## config.mk

```make
export PLATFORM = sky130hd
export DESIGN_NAME = lsu_sequencer_flat
export DESIGN_NICKNAME = d
export VERILOG_FILES = /design/src/rtl/lsu_pkg.sv /design/src/rtl/lsu_sequencer_if.sv /design/src/rtl/lsu_align.sv /design/src/rtl/lsu_sequencer.sv /design/src/flat_wrapper.sv
export SDC_FILE = /design/constraint.sdc
export NUM_CORES = 1
export LEC_CHECK = 0
export BUFFER_PORTS_ARGS = -buffer_cell sky130_fd_sc_hd__buf_2
export CAP_MARGIN = 20
export CORE_MARGIN = 3
export CORE_UTILIZATION = 35
export CTS_CLUSTER_DIAMETER = 40
export DETAILED_ROUTE_END_ITERATION = 6
export HOLD_SLACK_MARGIN = 0.15
export SYNTH_ARGS = -nofsm -noshare
export SYNTH_HDL_FRONTEND = slang
export SYNTH_SLANG_ARGS = --single-unit
```

## constraint.sdc

```tcl
create_clock -name clk -period 5.5 [get_ports clk]
set_clock_uncertainty 0.1 [all_clocks]
set_input_delay 0.55 -clock clk [delete_from_list [all_inputs] [get_ports clk]]
set_output_delay 0.55 -clock clk [all_outputs]
set_load 0.05 [all_outputs]
```

## src/rtl/lsu_pkg.sv

```systemverilog
// ---------------------------------------------------------------------------
// lsu_pkg
// Shared definitions for the load/store sequencer and its lane aligner:
// decoder LControl/SControl encodings, byte-size masks, the sequencer state
// type and small decode helpers used by both the sequencer and any future
// cache path.
// ---------------------------------------------------------------------------
package lsu_pkg;

    // Load type encodings (LControl from the decoder)
    localparam logic [2:0] LCTRL_LB  = 3'b000;
    localparam logic [2:0] LCTRL_LH  = 3'b001;
    localparam logic [2:0] LCTRL_LW  = 3'b010;
    localparam logic [2:0] LCTRL_LBU = 3'b011;
    localparam logic [2:0] LCTRL_LHU = 3'b100;

    // Store type encodings (SControl from the decoder)
    localparam logic [1:0] SCTRL_SB  = 2'b00;
    localparam logic [1:0] SCTRL_SH  = 2'b01;
    localparam logic [1:0] SCTRL_SW  = 2'b10;

    // Byte-lane masks for an access starting at lane 0
    localparam logic [3:0] MASK_NONE = 4'b0000;
    localparam logic [3:0] MASK_BYTE = 4'b0001;
    localparam logic [3:0] MASK_HALF = 4'b0011;
    localparam logic [3:0] MASK_WORD = 4'b1111;

    typedef enum logic [1:0] {
        ST_IDLE = 2'b00,
        ST_ACC0 = 2'b01,
        ST_ACC1 = 2'b10,
        ST_DONE = 2'b11
    } lsu_state_t;

    // Size mask for an access; illegal encodings yield an empty mask so they
    // can never look like a crossing access.
    function automatic logic [3:0] size_mask(input logic       we,
                                             input logic [2:0] lctrl,
                                             input logic [1:0] sctrl);
        logic [3:0] mask;
        mask = MASK_NONE;
        if (we) begin
            case (sctrl)
                SCTRL_SB: mask = MASK_BYTE;
                SCTRL_SH: mask = MASK_HALF;
                SCTRL_SW: mask = MASK_WORD;
                default:  mask = MASK_NONE;
            endcase
        end else begin
            case (lctrl)
                LCTRL_LB, LCTRL_LBU: mask = MASK_BYTE;
                LCTRL_LH, LCTRL_LHU: mask = MASK_HALF;
                LCTRL_LW:            mask = MASK_WORD;
                default:             mask = MASK_NONE;
            endcase
        end
        return mask;
    endfunction

    // True when the encoding for the selected direction is not defined
    function automatic logic is_illegal(input logic       we,
                                        input logic [2:0] lctrl,
                                        input logic [1:0] sctrl);
        logic bad;
        if (we) begin
            bad = (sctrl == 2'b11);
        end else begin
            bad = (lctrl > LCTRL_LHU);
        end
        return bad;
    endfunction

endpackage

```

## src/rtl/lsu_sequencer_if.sv

```systemverilog
// ---------------------------------------------------------------------------
// lsu_sequencer_if
// Bundles the core-side request/response signals and the data-memory
// handshake of the load/store sequencer.
//   slave  : the sequencer's view (serves core requests, drives memory)
//   master : the environment's view (core issuing requests plus the memory
//            returning mem_ready/mem_rdata)
// ---------------------------------------------------------------------------
interface lsu_sequencer_if;
    // core request
    logic        req_valid;
    logic        req_we;
    logic [31:0] req_addr;
    logic [31:0] req_wdata;
    logic [2:0]  req_lctrl;
    logic [1:0]  req_sctrl;
    // core response
    logic        stall;
    logic        rsp_valid;
    logic [31:0] rsp_rdata;
    logic        rsp_err;
    // data memory
    logic        mem_req;
    logic        mem_we;
    logic [31:0] mem_addr;
    logic [31:0] mem_wdata;
    logic [3:0]  mem_be;
    logic        mem_ready;
    logic [31:0] mem_rdata;

    modport slave (
        input  req_valid, req_we, req_addr, req_wdata, req_lctrl, req_sctrl,
        input  mem_ready, mem_rdata,
        output stall, rsp_valid, rsp_rdata, rsp_err,
        output mem_req, mem_we, mem_addr, mem_wdata, mem_be
    );

    modport master (
        output req_valid, req_we, req_addr, req_wdata, req_lctrl, req_sctrl,
        output mem_ready, mem_rdata,
        input  stall, rsp_valid, rsp_rdata, rsp_err,
        input  mem_req, mem_we, mem_addr, mem_wdata, mem_be
    );
endinterface

```

## src/rtl/lsu_align.sv

```systemverilog
// ---------------------------------------------------------------------------
// lsu_align
// Combinational byte-lane aligner.
//   off, mask        : byte offset in the word and lane-0 size mask
//   wdata            : store data before lane shifting
//   lctrl            : load type used for extension
//   rd_lo, rd_hi     : read data of word0 and word1
//   be_lo, be_hi     : byte enables for word0 / word1
//   wdata_lo/hi      : lane-aligned store data for word0 / word1
//   crossing         : access touches word1
//   load_data        : extracted and extended load result
// ---------------------------------------------------------------------------
module lsu_align
    import lsu_pkg::*;
(
    input  logic [1:0]  off,
    input  logic [3:0]  mask,
    input  logic [31:0] wdata,
    input  logic [2:0]  lctrl,
    input  logic [31:0] rd_lo,
    input  logic [31:0] rd_hi,
    output logic [3:0]  be_lo,
    output logic [3:0]  be_hi,
    output logic [31:0] wdata_lo,
    output logic [31:0] wdata_hi,
    output logic        crossing,
    output logic [31:0] load_data
);

    logic [4:0]  shamt_s;
    logic [7:0]  be_wide_s;
    logic [63:0] wdata_wide_s;
    logic [31:0] load_raw_s;

    // Lane shifting of enables/store data and extraction of the loaded bytes
    always_comb begin
        shamt_s      = {off, 3'b000};
        be_wide_s    = {4'b0000, mask} << off;
        wdata_wide_s = {32'h0000_0000, wdata} << shamt_s;
        load_raw_s   = 32'({rd_hi, rd_lo} >> shamt_s);
        be_lo        = be_wide_s[3:0];
        be_hi        = be_wide_s[7:4];
        wdata_lo     = wdata_wide_s[31:0];
        wdata_hi     = wdata_wide_s[63:32];
        crossing     = (be_wide_s[7:4] != 4'b0000);
    end

    // Sign/zero extension of the extracted load data
    always_comb begin
        load_data = 32'h0000_0000;
        case (lctrl)
            LCTRL_LB:  load_data = {{24{load_raw_s[7]}}, load_raw_s[7:0]};
            LCTRL_LH:  load_data = {{16{load_raw_s[15]}}, load_raw_s[15:0]};
            LCTRL_LW:  load_data = load_raw_s;
            LCTRL_LBU: load_data = {24'h00_0000, load_raw_s[7:0]};
            LCTRL_LHU: load_data = {16'h0000, load_raw_s[15:0]};
            default:   load_data = 32'h0000_0000;
        endcase
    end

endmodule

```

## src/rtl/lsu_sequencer.sv

```systemverilog
// ---------------------------------------------------------------------------
// lsu_sequencer
// Multi-cycle load/store sequencer between the core and a variable-latency
// data memory. Word-crossing accesses are split into two word transactions
// (or rejected when SPLIT_EN=0); each transaction times out after
// TIMEOUT_CYCLES cycles without mem_ready.
//   clk, reset : clock (rising edge) and asynchronous active-high reset
//   bus        : request/response and memory handshake (slave modport)
// ---------------------------------------------------------------------------
module lsu_sequencer
    import lsu_pkg::*;
#(
    parameter int TIMEOUT_CYCLES = 16,
    parameter bit SPLIT_EN       = 1'b1
)
(
    input  logic          clk,
    input  logic          reset,
    lsu_sequencer_if.slave bus
);

    localparam int             TW         = $clog2(TIMEOUT_CYCLES + 1);
    localparam logic [TW-1:0]  TIMER_LAST = TW'(TIMEOUT_CYCLES - 1);

    lsu_state_t     state_r;
    lsu_state_t     state_next_s;
    logic           we_r;
    logic [31:0]    addr_r;
    logic [31:0]    wdata_r;
    logic [2:0]     lctrl_r;
    logic [1:0]     sctrl_r;
    logic [31:0]    rd0_r;
    logic           err_r;
    logic [31:0]    rsp_rdata_r;
    logic [TW-1:0]  timer_r;

    // align inputs / outputs
    logic           a_we_s;
    logic [31:0]    a_addr_s;
    logic [31:0]    a_wdata_s;
    logic [2:0]     a_lctrl_s;
    logic [1:0]     a_sctrl_s;
    logic [31:0]    a_rd_lo_s;
    logic [31:0]    a_rd_hi_s;
    logic [3:0]     be_lo_s;
    logic [3:0]     be_hi_s;
    logic [31:0]    wdata_lo_s;
    logic [31:0]    wdata_hi_s;
    logic           crossing_s;
    logic [31:0]    load_data_s;
    logic           illegal_s;

    // FSM control
    logic           capture_s;
    logic           latch_rd0_s;
    logic           timer_clr_s;
    logic           finish_err_s;
    logic [31:0]    rsp_rdata_next_s;
    logic [31:0]    word0_s;

    // In IDLE the aligner looks at the live request so the crossing/illegal
    // decision is made in the sampling cycle; afterwards it uses the capture.
    // For loads the final read word is taken straight from mem_rdata so the
    // result can be registered on the completing edge.
    always_comb begin
        if (state_r == ST_IDLE) begin
            a_we_s    = bus.req_we;
            a_addr_s  = bus.req_addr;
            a_wdata_s = bus.req_wdata;
            a_lctrl_s = bus.req_lctrl;
            a_sctrl_s = bus.req_sctrl;
        end else begin
            a_we_s    = we_r;
            a_addr_s  = addr_r;
            a_wdata_s = wdata_r;
            a_lctrl_s = lctrl_r;
            a_sctrl_s = sctrl_r;
        end
        if (state_r == ST_ACC1) begin
            a_rd_lo_s = rd0_r;
            a_rd_hi_s = bus.mem_rdata;
        end else begin
            a_rd_lo_s = bus.mem_rdata;
            a_rd_hi_s = 32'h0000_0000;
        end
        illegal_s = is_illegal(a_we_s, a_lctrl_s, a_sctrl_s);
    end

    lsu_align u_align (
        .off       (a_addr_s[1:0]),
        .mask      (size_mask(a_we_s, a_lctrl_s, a_sctrl_s)),
        .wdata     (a_wdata_s),
        .lctrl     (a_lctrl_s),
        .rd_lo     (a_rd_lo_s),
        .rd_hi     (a_rd_hi_s),
        .be_lo     (be_lo_s),
        .be_hi     (be_hi_s),
        .wdata_lo  (wdata_lo_s),
        .wdata_hi  (wdata_hi_s),
        .crossing  (crossing_s),
        .load_data (load_data_s)
    );

    // Next-state and per-cycle control decisions
    always_comb begin
        state_next_s     = state_r;
        capture_s        = 1'b0;
        latch_rd0_s      = 1'b0;
        timer_clr_s      = 1'b0;
        finish_err_s     = 1'b0;
        rsp_rdata_next_s = 32'h0000_0000;
        case (state_r)
            ST_IDLE: begin
                if (bus.req_valid) begin
                    capture_s = 1'b1;
                    if (illegal_s) begin
                        state_next_s = ST_DONE;
                        finish_err_s = 1'b1;
                    end else if (crossing_s && !SPLIT_EN) begin
                        state_next_s = ST_DONE;
                        finish_err_s = 1'b1;
                    end else begin
                        state_next_s = ST_ACC0;
                        timer_clr_s  = 1'b1;
                    end
                end else begin
                    state_next_s = ST_IDLE;
                end
            end
            ST_ACC0: begin
                if (bus.mem_ready) begin
                    latch_rd0_s = 1'b1;
                    if (crossing_s) begin
                        state_next_s = ST_ACC1;
                        timer_clr_s  = 1'b1;
                    end else begin
                        state_next_s     = ST_DONE;
                        rsp_rdata_next_s = we_r ? 32'h0000_0000 : load_data_s;
                    end
                end else if (timer_r == TIMER_LAST) begin
                    state_next_s = ST_DONE;
                    finish_err_s = 1'b1;
                end else begin
                    state_next_s = ST_ACC0;
                end
            end
            ST_ACC1: begin
                if (bus.mem_ready) begin
                    state_next_s     = ST_DONE;
                    rsp_rdata_next_s = we_r ? 32'h0000_0000 : load_data_s;
                end else if (timer_r == TIMER_LAST) begin
                    state_next_s = ST_DONE;
                    finish_err_s = 1'b1;
                end else begin
                    state_next_s = ST_ACC1;
                end
            end
            ST_DONE: begin
                state_next_s = ST_IDLE;
            end
            default: begin
                state_next_s = ST_IDLE;
            end
        endcase
    end

    // State register
    always_ff @(posedge clk or posedge reset) begin
        if (reset) begin
            state_r <= ST_IDLE;
        end else begin
            state_r <= state_next_s;
        end
    end

    // Request capture, first-word read data and response registers
    always_ff @(posedge clk or posedge reset) begin
        if (reset) begin
            we_r        <= 1'b0;
            addr_r      <= 32'h0000_0000;
            wdata_r     <= 32'h0000_0000;
            lctrl_r     <= 3'b000;
            sctrl_r     <= 2'b00;
            rd0_r       <= 32'h0000_0000;
            err_r       <= 1'b0;
            rsp_rdata_r <= 32'h0000_0000;
        end else begin
            if (capture_s) begin
                we_r    <= bus.req_we;
                addr_r  <= bus.req_addr;
                wdata_r <= bus.req_wdata;
                lctrl_r <= bus.req_lctrl;
                sctrl_r <= bus.req_sctrl;
            end else begin
                we_r    <= we_r;
                addr_r  <= addr_r;
                wdata_r <= wdata_r;
                lctrl_r <= lctrl_r;
                sctrl_r <= sctrl_r;
            end
            if (latch_rd0_s) begin
                rd0_r <= bus.mem_rdata;
            end else begin
                rd0_r <= rd0_r;
            end
            // Both are only non-zero during the DONE cycle
            err_r       <= finish_err_s;
            rsp_rdata_r <= rsp_rdata_next_s;
        end
    end

    // Per-transaction wait counter, cleared on entry to ACC0/ACC1
    always_ff @(posedge clk or posedge reset) begin
        if (reset) begin
            timer_r <= '0;
        end else if (timer_clr_s) begin
            timer_r <= '0;
        end else if ((state_r == ST_ACC0 || state_r == ST_ACC1) && !bus.mem_ready) begin
            timer_r <= timer_r + TW'(1);
        end else begin
            timer_r <= timer_r;
        end
    end

    // Output decode: everything except stall comes from registered state,
    // so reset removes mem_req at once and the bus stays stable while waiting.
    always_comb begin
        word0_s       = {addr_r[31:2], 2'b00};
        bus.stall     = 1'b0;
        bus.rsp_valid = 1'b0;
        bus.rsp_err   = 1'b0;
        bus.rsp_rdata = rsp_rdata_r;
        bus.mem_req   = 1'b0;
        bus.mem_we    = 1'b0;
        bus.mem_addr  = 32'h0000_0000;
        bus.mem_wdata = 32'h0000_0000;
        bus.mem_be    = 4'b0000;
        case (state_r)
            ST_IDLE: begin
                bus.stall = bus.req_valid;
            end
            ST_ACC0: begin
                bus.stall     = 1'b1;
                bus.mem_req   = 1'b1;
                bus.mem_we    = we_r;
                bus.mem_addr  = word0_s;
                bus.mem_wdata = wdata_lo_s;
                bus.mem_be    = be_lo_s;
            end
            ST_ACC1: begin
                bus.stall     = 1'b1;
                bus.mem_req   = 1'b1;
                bus.mem_we    = we_r;
                bus.mem_addr  = word0_s + 32'd4;
                bus.mem_wdata = wdata_hi_s;
                bus.mem_be    = be_hi_s;
            end
            ST_DONE: begin
                bus.rsp_valid = 1'b1;
                bus.rsp_err   = err_r;
            end
            default: begin
                bus.stall = 1'b0;
            end
        endcase
    end

endmodule
```

## src/flat_wrapper.sv

```systemverilog
// flat-port wrapper written by rule: the top's interface ports become plain ports
module lsu_sequencer_flat import lsu_pkg::*;
#(
    parameter int TIMEOUT_CYCLES = 16,
    parameter bit SPLIT_EN       = 1'b1
)
  (clk, reset, bus_req_valid, bus_req_we, bus_req_addr, bus_req_wdata, bus_req_lctrl, bus_req_sctrl, bus_mem_ready, bus_mem_rdata, bus_stall, bus_rsp_valid, bus_rsp_rdata, bus_rsp_err, bus_mem_req, bus_mem_we, bus_mem_addr, bus_mem_wdata, bus_mem_be);
  lsu_sequencer_if bus_i ();
  input  logic clk;
  input  logic reset;
  input wire logic [$bits(bus_i.req_valid)-1:0] bus_req_valid;
  input wire logic [$bits(bus_i.req_we)-1:0] bus_req_we;
  input wire logic [$bits(bus_i.req_addr)-1:0] bus_req_addr;
  input wire logic [$bits(bus_i.req_wdata)-1:0] bus_req_wdata;
  input wire logic [$bits(bus_i.req_lctrl)-1:0] bus_req_lctrl;
  input wire logic [$bits(bus_i.req_sctrl)-1:0] bus_req_sctrl;
  input wire logic [$bits(bus_i.mem_ready)-1:0] bus_mem_ready;
  input wire logic [$bits(bus_i.mem_rdata)-1:0] bus_mem_rdata;
  output wire logic [$bits(bus_i.stall)-1:0] bus_stall;
  output wire logic [$bits(bus_i.rsp_valid)-1:0] bus_rsp_valid;
  output wire logic [$bits(bus_i.rsp_rdata)-1:0] bus_rsp_rdata;
  output wire logic [$bits(bus_i.rsp_err)-1:0] bus_rsp_err;
  output wire logic [$bits(bus_i.mem_req)-1:0] bus_mem_req;
  output wire logic [$bits(bus_i.mem_we)-1:0] bus_mem_we;
  output wire logic [$bits(bus_i.mem_addr)-1:0] bus_mem_addr;
  output wire logic [$bits(bus_i.mem_wdata)-1:0] bus_mem_wdata;
  output wire logic [$bits(bus_i.mem_be)-1:0] bus_mem_be;
  assign bus_i.req_valid = bus_req_valid;
  assign bus_i.req_we = bus_req_we;
  assign bus_i.req_addr = bus_req_addr;
  assign bus_i.req_wdata = bus_req_wdata;
  assign bus_i.req_lctrl = bus_req_lctrl;
  assign bus_i.req_sctrl = bus_req_sctrl;
  assign bus_i.mem_ready = bus_mem_ready;
  assign bus_i.mem_rdata = bus_mem_rdata;
  assign bus_stall = bus_i.stall;
  assign bus_rsp_valid = bus_i.rsp_valid;
  assign bus_rsp_rdata = bus_i.rsp_rdata;
  assign bus_rsp_err = bus_i.rsp_err;
  assign bus_mem_req = bus_i.mem_req;
  assign bus_mem_we = bus_i.mem_we;
  assign bus_mem_addr = bus_i.mem_addr;
  assign bus_mem_wdata = bus_i.mem_wdata;
  assign bus_mem_be = bus_i.mem_be;
  lsu_sequencer #(.TIMEOUT_CYCLES(TIMEOUT_CYCLES), .SPLIT_EN(SPLIT_EN)) u_core (.clk(clk), .reset(reset), .bus(bus_i));
endmodule
```

==> results.cfg, run 1 <==
[clock_tree]
postCtsResizedCells = 0
cts_buffer_depth = 2
clock_sinks = 142
numCtsBuffers = 17
clk_latency_ns = 0.43
cts_root_buf = clkbuf_16
cts_setup_buffers = 0
htreeDepth = 4
cts_tree = built
clk_pin_slew_worst_paths_ns = 0.06
ctsHoldBuffers = 0

[floorplanning]
initial_core_util = 0.359
core_area_um2 = 27200
die_y_um = 173
die_w_um = 173
io_pins = 211
rows = 60
die_area_um2 = 29900

[logic_synthesis]
yosysUniqueCellTypes = 65
synth-main-ff-cell = dfrtp_1
synth_cells = 1065
synth_seq_area_share = 0.364
ys_ff_latch = 142
netlist_area_um2 = 9770
ys_top_cells_by_area = dfrtp_1 36%, mux2_2 14%, nand2_1 7.8%
yosysTopAreaCell = dfrtp_1
yosysWarnings = 0
yosysTopAreaCellShare = 0.364
syn_avg_cell_area_um2 = 9.17
async_flop_share = 1.00
synth-edff-count = 0

[drt]
vias = 9011
detail_route.wirelength_um = 31900
wl_per_cell_um = 19.8
drt_iter0_drc = 818
drc_errors = 0
drtPass1Iterations = 5
ant_nets = 0
viasPerCell = 5.60

[worst_setup_path]
critPathKind = flip-flop to output pin
crit_fanout = 74
r2r_cells = 8
crit_end = bus_mem_wdata[3]
critPathLaunchType = flip-flop
r2r-end = u_core.bus.rsp_rdata[31]$_DFF_PP0_
r2r_setup_slack_ns = 1.56
setup.worst_path.start = u_core.state_r[0]$_DFF_PP0_
end_kind = output pin
cp_data_required_time_ns = 4.85
worst_ep_arrival_time_ns = 4.22
r2r-start = u_core.state_r[0]$_DFF_PP0_

[global_routing]
antenna_found_initial = 4
global_route.usage.met2 = 0.329
grt_max_degree = 94
use_met3 = 0.0556
grt_first_pass_wirelength_um = 49900
grt_usage = 0.208
grt_pass1_vias = 8656
grt_overflow = 0
grt_busiest_layer = met2
global_route.usage.met1 = 0.283

[placed_design]
pre_cts_ws_ns = 1.13
dp_hpwl_um = 22200
gp_congestion = 0.922
dpl_cell_area_um2 = 11100
portBuffers = 208

[flow_run]
maxCapViolCount = 0

[timing]
final_max_slew_viol_count = 0
rsz0062_at_grt = no
relSlewSlack = 0.267
worstMarginPinSlew_ns = 1.09
setup_viol = 0
period_share = 0.886
setup_tns_ns = 0
hold_violations = 0
max_freq_ghz = 0.205
setup_ws_ns = 0.625
layout_min_cycle_time_ns = 4.87

[layout]
layout.nets = 1339
final_layout_size_suffix_gt1_frac = 0.335
final_area_um2 = 11800
syn_to_final_growth_pct = 20.9

[outcome]
status = finished, final reports clean

[min_path]
hold_path.class = primary input to async pin

[pwr]
ir_worst_vdd_mv = 0.440
cellPowerDensity_nw_per_um2 = 715
p_leak_uw = 0.00536
[Yosys cell counts, types with 16 or more instances]
cell type    n
nand2_1    204
dfrtp_1    142
mux2_2     118
mux2i_1     76
o21ai_0     61
clkbuf_1    54
nor2_1      48
nand3_1     43
a21oi_1     42
a221oi_2    21
o22ai_1     19
a211oi_1    16
a31oi_1     16
[worst min path at each step]
stage,startpoint,to,slack [ns],cells past startpoint
2_1_floorplan,u_core.rd0_r[24]$_DFFE_PP0P_,u_core.rd0_r[24]$_DFFE_PP0P_,0.34,2
3_3_place_gp,u_core.rd0_r[28]$_DFFE_PP0P_,u_core.rd0_r[28]$_DFFE_PP0P_,0.35,2
3_5_place_dp,u_core.rd0_r[3]$_DFFE_PP0P_,u_core.rd0_r[3]$_DFFE_PP0P_,0.36,2
4_1_cts,bus_mem_rdata[26],u_core.rd0_r[26]$_DFFE_PP0P_,0.20,3
5_1_grt,bus_mem_rdata[26],u_core.rd0_r[26]$_DFFE_PP0P_,0.22,3
6_report,reset,u_core.wdata_r[24]$_DFFE_PP0P_,0.21,2
[sequential cells by signal (all words and copies together), names as in the netlist]
name / cells
u_core.addr_r: 32
u_core.err_r: 1
u_core.rd0_r: 32
u_core.state_r: 2
u_core.bus.rsp_rdata: 32
u_core.we_r: 1
u_core.sctrl_r: 2
u_core.timer_r: 5
u_core.wdata_r: 32
u_core.lctrl_r: 3
[report_power, final]
part | total (uW) | leakage (uW) | internal (uW) | switching, uW
registers | 1840 | 0.00177 | 1470 | 369
logic | 5250 | 0.00326 | 1710 | 3540
clock network | 1350 | 0.000329 | 876 | 475
[cell usage in the layout (no fill, tap or decap), types with 16 or more instances in the layout]
cell,n
a21oi_1,42
mux2i_1,75
mux2_2,118
a31oi_1,16
nand2_1,203
o22ai_1,19
clkbuf_16,17
a221oi_2,21
dfrtp_1,142
a211oi_1,16
buf_4,17
buf_2,208
nand3_1,43
o21ai_0,61
nor2_1,48
[layer usage]
layer / routed length, um / vias up
li1: - / 4208
met1: 14000 / 4372
met2: 14900 / 391
met3: 2470 / 36
met4: 488 / 4
met5: 21 / -
[critical path, cell delays in order (launching register included)]
cell     delay, ns
dfrtp_1       0.40
inv_1         0.15
ha_4          0.86
mux2_2        0.77
nor2_1        0.62
buf_4         0.29
a22oi_1       0.09
o22ai_1       0.27
buf_2         0.31
[logic make-up (layout without fill, tap and decap cells)]
group / count (synthesis) / after routing / synth area share
other: 1 / 4 / 0.000384
flip-flops: 142 / 142 / 0.364
XOR/XNOR: 5 / 5 / 0.00448
multiplexers: 200 / 200 / 0.225
buffers and inverters: 103 / 272 / 0.0460
adder cells (fa/ha/maj): 11 / 11 / 0.0141
AND/OR/NAND/NOR: 359 / 359 / 0.162
AO/OA/AOI/OAI: 244 / 244 / 0.184
[through the flow]
stage	hold WS [ns]	util	instances	power, uW
after global routing	0.216	0.434	1608	8950
after floorplan	0.340	-	1066	5800
final	0.208	0.434	1609	8440
after detailed placement	0.362	0.409	1574	7050
after global placement	0.352	0.408	1573	6970
after CTS	0.200	0.433	1606	8440
[area by class of cell]
class / instances / area [um2]
clock inverter: 10 / 208
tap: 372 / 465
antenna: 2 / 5.00
multi-input combinational: 821 / 5830
sequential: 142 / 3550
clock buffer: 22 / 464
inverter: 13 / 53.8
timing repair buffer: 227 / 1220
fill: 2716 / 15400
Power figures use the tool's default switching activity.
==> run 2, diff against run 1 <==
--- a/config.mk
+++ b/config.mk
@@ -6,7 +6,6 @@
 export NUM_CORES = 1
 export LEC_CHECK = 0
 export BUFFER_PORTS_ARGS = -buffer_cell sky130_fd_sc_hd__buf_2
-export CAP_MARGIN = 20
 export CORE_MARGIN = 3
 export CORE_UTILIZATION = 35
 export CTS_CLUSTER_DIAMETER = 40
==> constraint.sdc (replaced) <==
create_clock -name clk -period 5.5 [get_ports clk]
set_clock_uncertainty 0.1 [all_clocks]
set_input_delay 1.1 -clock clk [delete_from_list [all_inputs] [get_ports clk]]
set_output_delay 1.1 -clock clk [all_outputs]
set_load 0.05 [all_outputs]
==> results.cfg, run 2 (synthesis results as in run 1) <==
[worst_setup_path]
cp_data_required_time_ns = 4.30
critPathLaunchType = flip-flop
critPathKind = flip-flop to output pin
crit_fanout = 45
end_kind = output pin
worst_ep_arrival_time_ns = 3.71

[drt]
drc_errors = 0
drtPass1Iterations = 5
drt_iter0_drc = 795
wl_per_cell_um = 19.6
vias = 9005
viasPerCell = 5.59
detail_route.wirelength_um = 31600
ant_nets = 0

[layout]
layout_commonest_cell = buf_2
layout.nets = 1342
final_cell_mix = 208 x buf_2, 203 x nand2_1, 142 x dfrtp_1, 118 x mux2_2, 75 x mux2i_1
fin_util = 0.431
fin_cells = 1611
seqCellArea_um2 = 3550
fill_cells = 2720
multiInputGateArea_um2 = 5830
syn_to_final_growth_pct = 20.0
final_layout_size_suffix_gt1_frac = 0.339

[pwr]
p_total_uw = 8300
p_leak_uw = 0.00532
cellPowerDensity_nw_per_um2 = 708
ir_worst_vdd_mv = 0.453

[global_routing]
grt_first_pass_wirelength_um = 49900
grt_max_degree = 104
grt_usage = 0.206
antenna_found_initial = 5
grt_overflow = 0
grt_pass1_vias = 8739

[clock_tree]
clock_sinks = 142
clk_pin_slew_worst_paths_ns = 0.07
postCtsResizedCells = 0
ctsHoldBuffers = 0
clk_latency_ns = 0.42
cts_buffer_depth = 2
cts_tree = built
cts_root_buf = clkbuf_16
cts_setup_buffers = 0
numCtsBuffers = 17
htreeDepth = 4

[timing]
worstMarginPinSlew_ns = 1.11
setup_viol = 0
final_max_slew_viol_count = 0
layout_min_cycle_time_ns = 4.91
period_share = 0.893
setup_tns_ns = 0
hold_violations = 0
relSlewSlack = 0.257
rsz0062_at_grt = no
max_freq_ghz = 0.204

[floorplanning]
die_w_um = 173
initial_core_util = 0.359
rows = 60
io_pins = 211
die_y_um = 173
core_area_um2 = 27200
die_area_um2 = 29900

[placed_design]
placedCellCount = 1578
portBuffers = 208
gp_congestion = 0.906
dp_hpwl_um = 22500

[outcome]
status = finished, final reports clean

[min_path]
hold_path.class = flip-flop to flip-flop

[flow_run]
maxCapViolCount = 0
run 2: cell types whose count changed in the layout (fill, tap and decap cells not counted), sizes merged:
cell      before  now
inv           14   20
clkbuf        22   17
bufinv         6    2
buf          227  230
clkinvlp       0    2
clkinv         3    4
diode          2    1
run 2: through the flow:
stage          instance area (um2)  hold slack (ns)  setup slack [ns]
3_3_place_gp                 11100            0.353              1.22
6_report                     11700            0.375             0.590
2_1_floorplan                 9770            0.340             0.447
5_1_grt                      11700            0.393             0.340
3_5_place_dp                 11100            0.358              1.08
4_1_cts                      11700            0.375             0.616
run 2: worst paths after layout:
| kind | slack, ns | cells past startpoint | start | end |
|---|---|---|---|---|
| min reg2reg | 0.38 | 2 | u_core.rd0_r[30]$_DFFE_PP0P_ | u_core.rd0_r[30]$_DFFE_PP0P_ |
| max reg2reg | 1.34 | 9 | u_core.state_r[0]$_DFF_PP0_ | u_core.bus.rsp_rdata[31]$_DFF_PP0_ |
| min in group asynchronous | 0.73 | 2 | reset | u_core.wdata_r[12]$_DFFE_PP0P_ |
| min | 0.38 | 2 | u_core.rd0_r[30]$_DFFE_PP0P_ | u_core.rd0_r[30]$_DFFE_PP0P_ |
| max in group asynchronous | 3.49 | 3 | reset | u_core.rd0_r[25]$_DFFE_PP0P_ |
| max | 0.59 | 9 | u_core.state_r[0]$_DFF_PP0_ | bus_mem_wdata[23] |
run 2: layer usage:
| metal | vias to the layer above | routed length [um] | global-route usage |
|---|---|---|---|
| li1 | 4220 | - | - |
| met5 | - | 57 | 0 |
| met1 | 4368 | 14100 | 0.286 |
| met4 | 10 | 408 | 0.0419 |
| met3 | 38 | 2570 | 0.0529 |
| met2 | 369 | 14400 | 0.326 |
run 2: cell type report:
cell class / instances / share of cell area
Multi-Input combinational cell: 821 / 0.498
Sequential cell: 142 / 0.303
Timing Repair Buffer: 230 / 0.103
Tap cell: 372 / 0.0397
Clock buffer: 17 / 0.0363
Clock inverter: 15 / 0.0152
Inverter: 13 / 0.00459
Antenna cell: 1 / 0.000214
run 2: critical path, cell delays in order, from the launching register on:
cell and delay (ns):
dfrtp_1 0.40, inv_1 0.15, ha_4 0.54, buf_4 0.49, mux2i_4 0.60, nand2_1 0.34, o22ai_1 0.21, a22oi_1 0.13
nor2_1 0.11, buf_2 0.28
run 2: power by group:
| group | total [uW] | internal, uW | leakage, uW | switching [uW] |
|---|---|---|---|---|
| Sequential | 1830 | 1470 | 0.00177 | 363 |
| Clock | 1190 | 686 | 0.000292 | 506 |
| Combinational | 5280 | 1700 | 0.00326 | 3570 |
==> run 3, diff against run 2 <==
--- a/config.mk
+++ b/config.mk
@@ -7,10 +7,11 @@
 export LEC_CHECK = 0
 export BUFFER_PORTS_ARGS = -buffer_cell sky130_fd_sc_hd__buf_2
 export CORE_MARGIN = 3
-export CORE_UTILIZATION = 35
+export CORE_UTILIZATION = 53
 export CTS_CLUSTER_DIAMETER = 40
 export DETAILED_ROUTE_END_ITERATION = 6
 export HOLD_SLACK_MARGIN = 0.15
+export PLACE_DENSITY = 0.78
 export SYNTH_ARGS = -nofsm -noshare
 export SYNTH_HDL_FRONTEND = slang
 export SYNTH_SLANG_ARGS = --single-unit
==> constraint.sdc (replaced) <==
create_clock -name clk -period 5.2 [get_ports clk]
set_clock_uncertainty 0.1 [all_clocks]
set_input_delay 1.04 -clock clk [delete_from_list [all_inputs] [get_ports clk]]
set_output_delay 1.04 -clock clk [all_outputs]
set_load 0.05 [all_outputs]
==> results.cfg, run 3 (synthesis results as in run 1) <==
[pwr]
p_int_uw = 4080
p_sw_frac = 0.529
p_leak_uw = 0.00531
power_frac_seq = 0.224
switchingPower_uw = 4590
p_total_uw = 8670
ir_worst_vdd_mv = 0.581
clkPwrFrac = 0.142
cellPowerDensity_nw_per_um2 = 753
power_frac_comb = 0.634

[layout]
syn_to_final_growth_pct = 17.9
final_layout_size_suffix_gt1_frac = 0.338
layout.nets = 1342
final_cell_mix = 208 x buf_2, 203 x nand2_1, 142 x dfrtp_1, 118 x mux2_2, 75 x mux2i_1
layout_commonest_cell = buf_2
fill_cells = 1471
multiInputGateArea_um2 = 5830
seqCellArea_um2 = 3550
fin_cells = 1468

[worst_setup_path]
crit_path_max_incr_delay_ns = 0.64
cp_data_required_time_ns = 4.06
critPathKind = flip-flop to output pin
crit_path_top_delay_cell = ha_4
crit_fanout = 52
end_kind = output pin
r2r-end = u_core.bus.rsp_rdata[31]$_DFF_PP0_
r2r_setup_slack_ns = 1.27
r2r_cells = 8
r2r-start = u_core.state_r[0]$_DFF_PP0_
crit_chain = inv_1, ha_4, nand2b_1, o32ai_4, nand2_1, or3b_2, a21oi_1, buf_2
critPathLaunchType = flip-flop
worst_ep_arrival_time_ns = 3.65

[timing]
max_freq_ghz = 0.209
setup_ws_ns = 0.414
final_max_slew_viol_count = 0
hold_violations = 0
worstMarginPinSlew_ns = 1.14
setup_tns_ns = 0
setup_viol = 0
relSlewSlack = 0.237
rsz0062_at_grt = no
period_share = 0.920
layout_min_cycle_time_ns = 4.79

[drt]
drc_errors = 0
detail_route.wirelength_um = 28600
ant_nets = 0
wl_per_cell_um = 19.5
drtPass1Iterations = 6
vias = 9099
drt_iter0_drc = 846
viasPerCell = 6.20

[min_path]
holdPathEnd = u_core.rd0_r[24]$_DFFE_PP0P_
hold_depth = 2
min-delay-start = u_core.rd0_r[24]$_DFFE_PP0P_
hold_path.class = flip-flop to flip-flop

[clock_tree]
htreeDepth = 4
cts_setup_buffers = 0
postCtsResizedCells = 0
clk_latency_ns = 0.44
cts_tree = built
cts_root_buf = clkbuf_16
ctsHoldBuffers = 0
clk_pin_slew_worst_paths_ns = 0.06
numCtsBuffers = 17
cts_buffer_depth = 2
clock_sinks = 142

[placed_design]
portBuffers = 208
placedCellCount = 1435
gp_congestion = 0.966
pre_cts_ws_ns = 0.917
dp_hpwl_um = 19500

[global_routing]
antenna_found_initial = 2
grt_first_pass_wirelength_um = 44700
grt_usage = 0.278
grt_pass1_vias = 8466
grt_overflow = 0
grt_max_degree = 106

[floorplanning]
die_y_um = 142
rows = 49
initial_core_util = 0.542
die_area_um2 = 20100
io_pins = 211
core_area_um2 = 18000
die_w_um = 142

[outcome]
status = finished, final reports clean

[flow_run]
maxCapViolCount = 0
run 3: through the flow:
step / instance area (um2) / hold WS [ns] / util
2_1_floorplan: 9770 / 0.340 / -
5_1_grt: 11500 / 0.397 / 0.639
3_3_place_gp: 10900 / 0.352 / 0.607
3_5_place_dp: 10900 / 0.356 / 0.607
6_report: 11500 / 0.369 / 0.639
4_1_cts: 11500 / 0.372 / 0.639
run 3: how the worst max path moves through the flow:
stage | start | to | slack (ns) | cells past startpoint
final | u_core.state_r[0]$_DFF_PP0_ | bus_mem_be[1] | 0.41 | 8
after global routing | u_core.state_r[0]$_DFF_PP0_ | bus_mem_be[1] | 0.25 | 8
after CTS | u_core.state_r[0]$_DFF_PP0_ | bus_mem_be[1] | 0.46 | 8
after detailed placement | u_core.state_r[0]$_DFF_PP0_ | bus_mem_be[1] | 0.92 | 8
after global placement | u_core.state_r[0]$_DFF_PP0_ | bus_mem_be[1] | 0.98 | 8
after floorplan | u_core.state_r[0]$_DFF_PP0_ | bus_mem_be[3] | 0.21 | 13
run 3: layout make-up:
| cell class | count | share of cell area |
|---|---|---|
| flip-flops and latches | 142 | 0.309 |
| well taps | 229 | 0.0249 |
| clock inverters | 13 | 0.0120 |
| repair buffers | 230 | 0.105 |
| inverters | 13 | 0.00467 |
| multi-input cells | 821 | 0.507 |
| diodes | 1 | 0.000217 |
| clock buffers | 19 | 0.0385 |
run 3: power groups by stage:
stage                     sequential (uW)  clock [uW]  combinational [uW]
after floorplan                      1910           0                4230
after global placement               1910           0                5330
after detailed placement             1930           0                5400
after CTS                            1920        1250                5440
after global routing                 1990        1300                5890
final                                1940        1230                5500
run 3: per-layer routing:
metal,track usage,up-vias,routed length (um)
li1,-,4216,-
met1,0.388,4347,12300
met2,0.431,468,13200
met3,0.0556,66,2380
met4,0.101,2,777
met5,0,-,9
run 3: critical path, delay by kind of cell, from the launching register on:
family                     cells  cell delay [ns]
and+or+nand+nor                3             1.07
DFF                            1             0.41
buffers and inverters          2             0.47
AOI/OAI and AO/OA              2             0.62
adders and majority gates      1             0.64
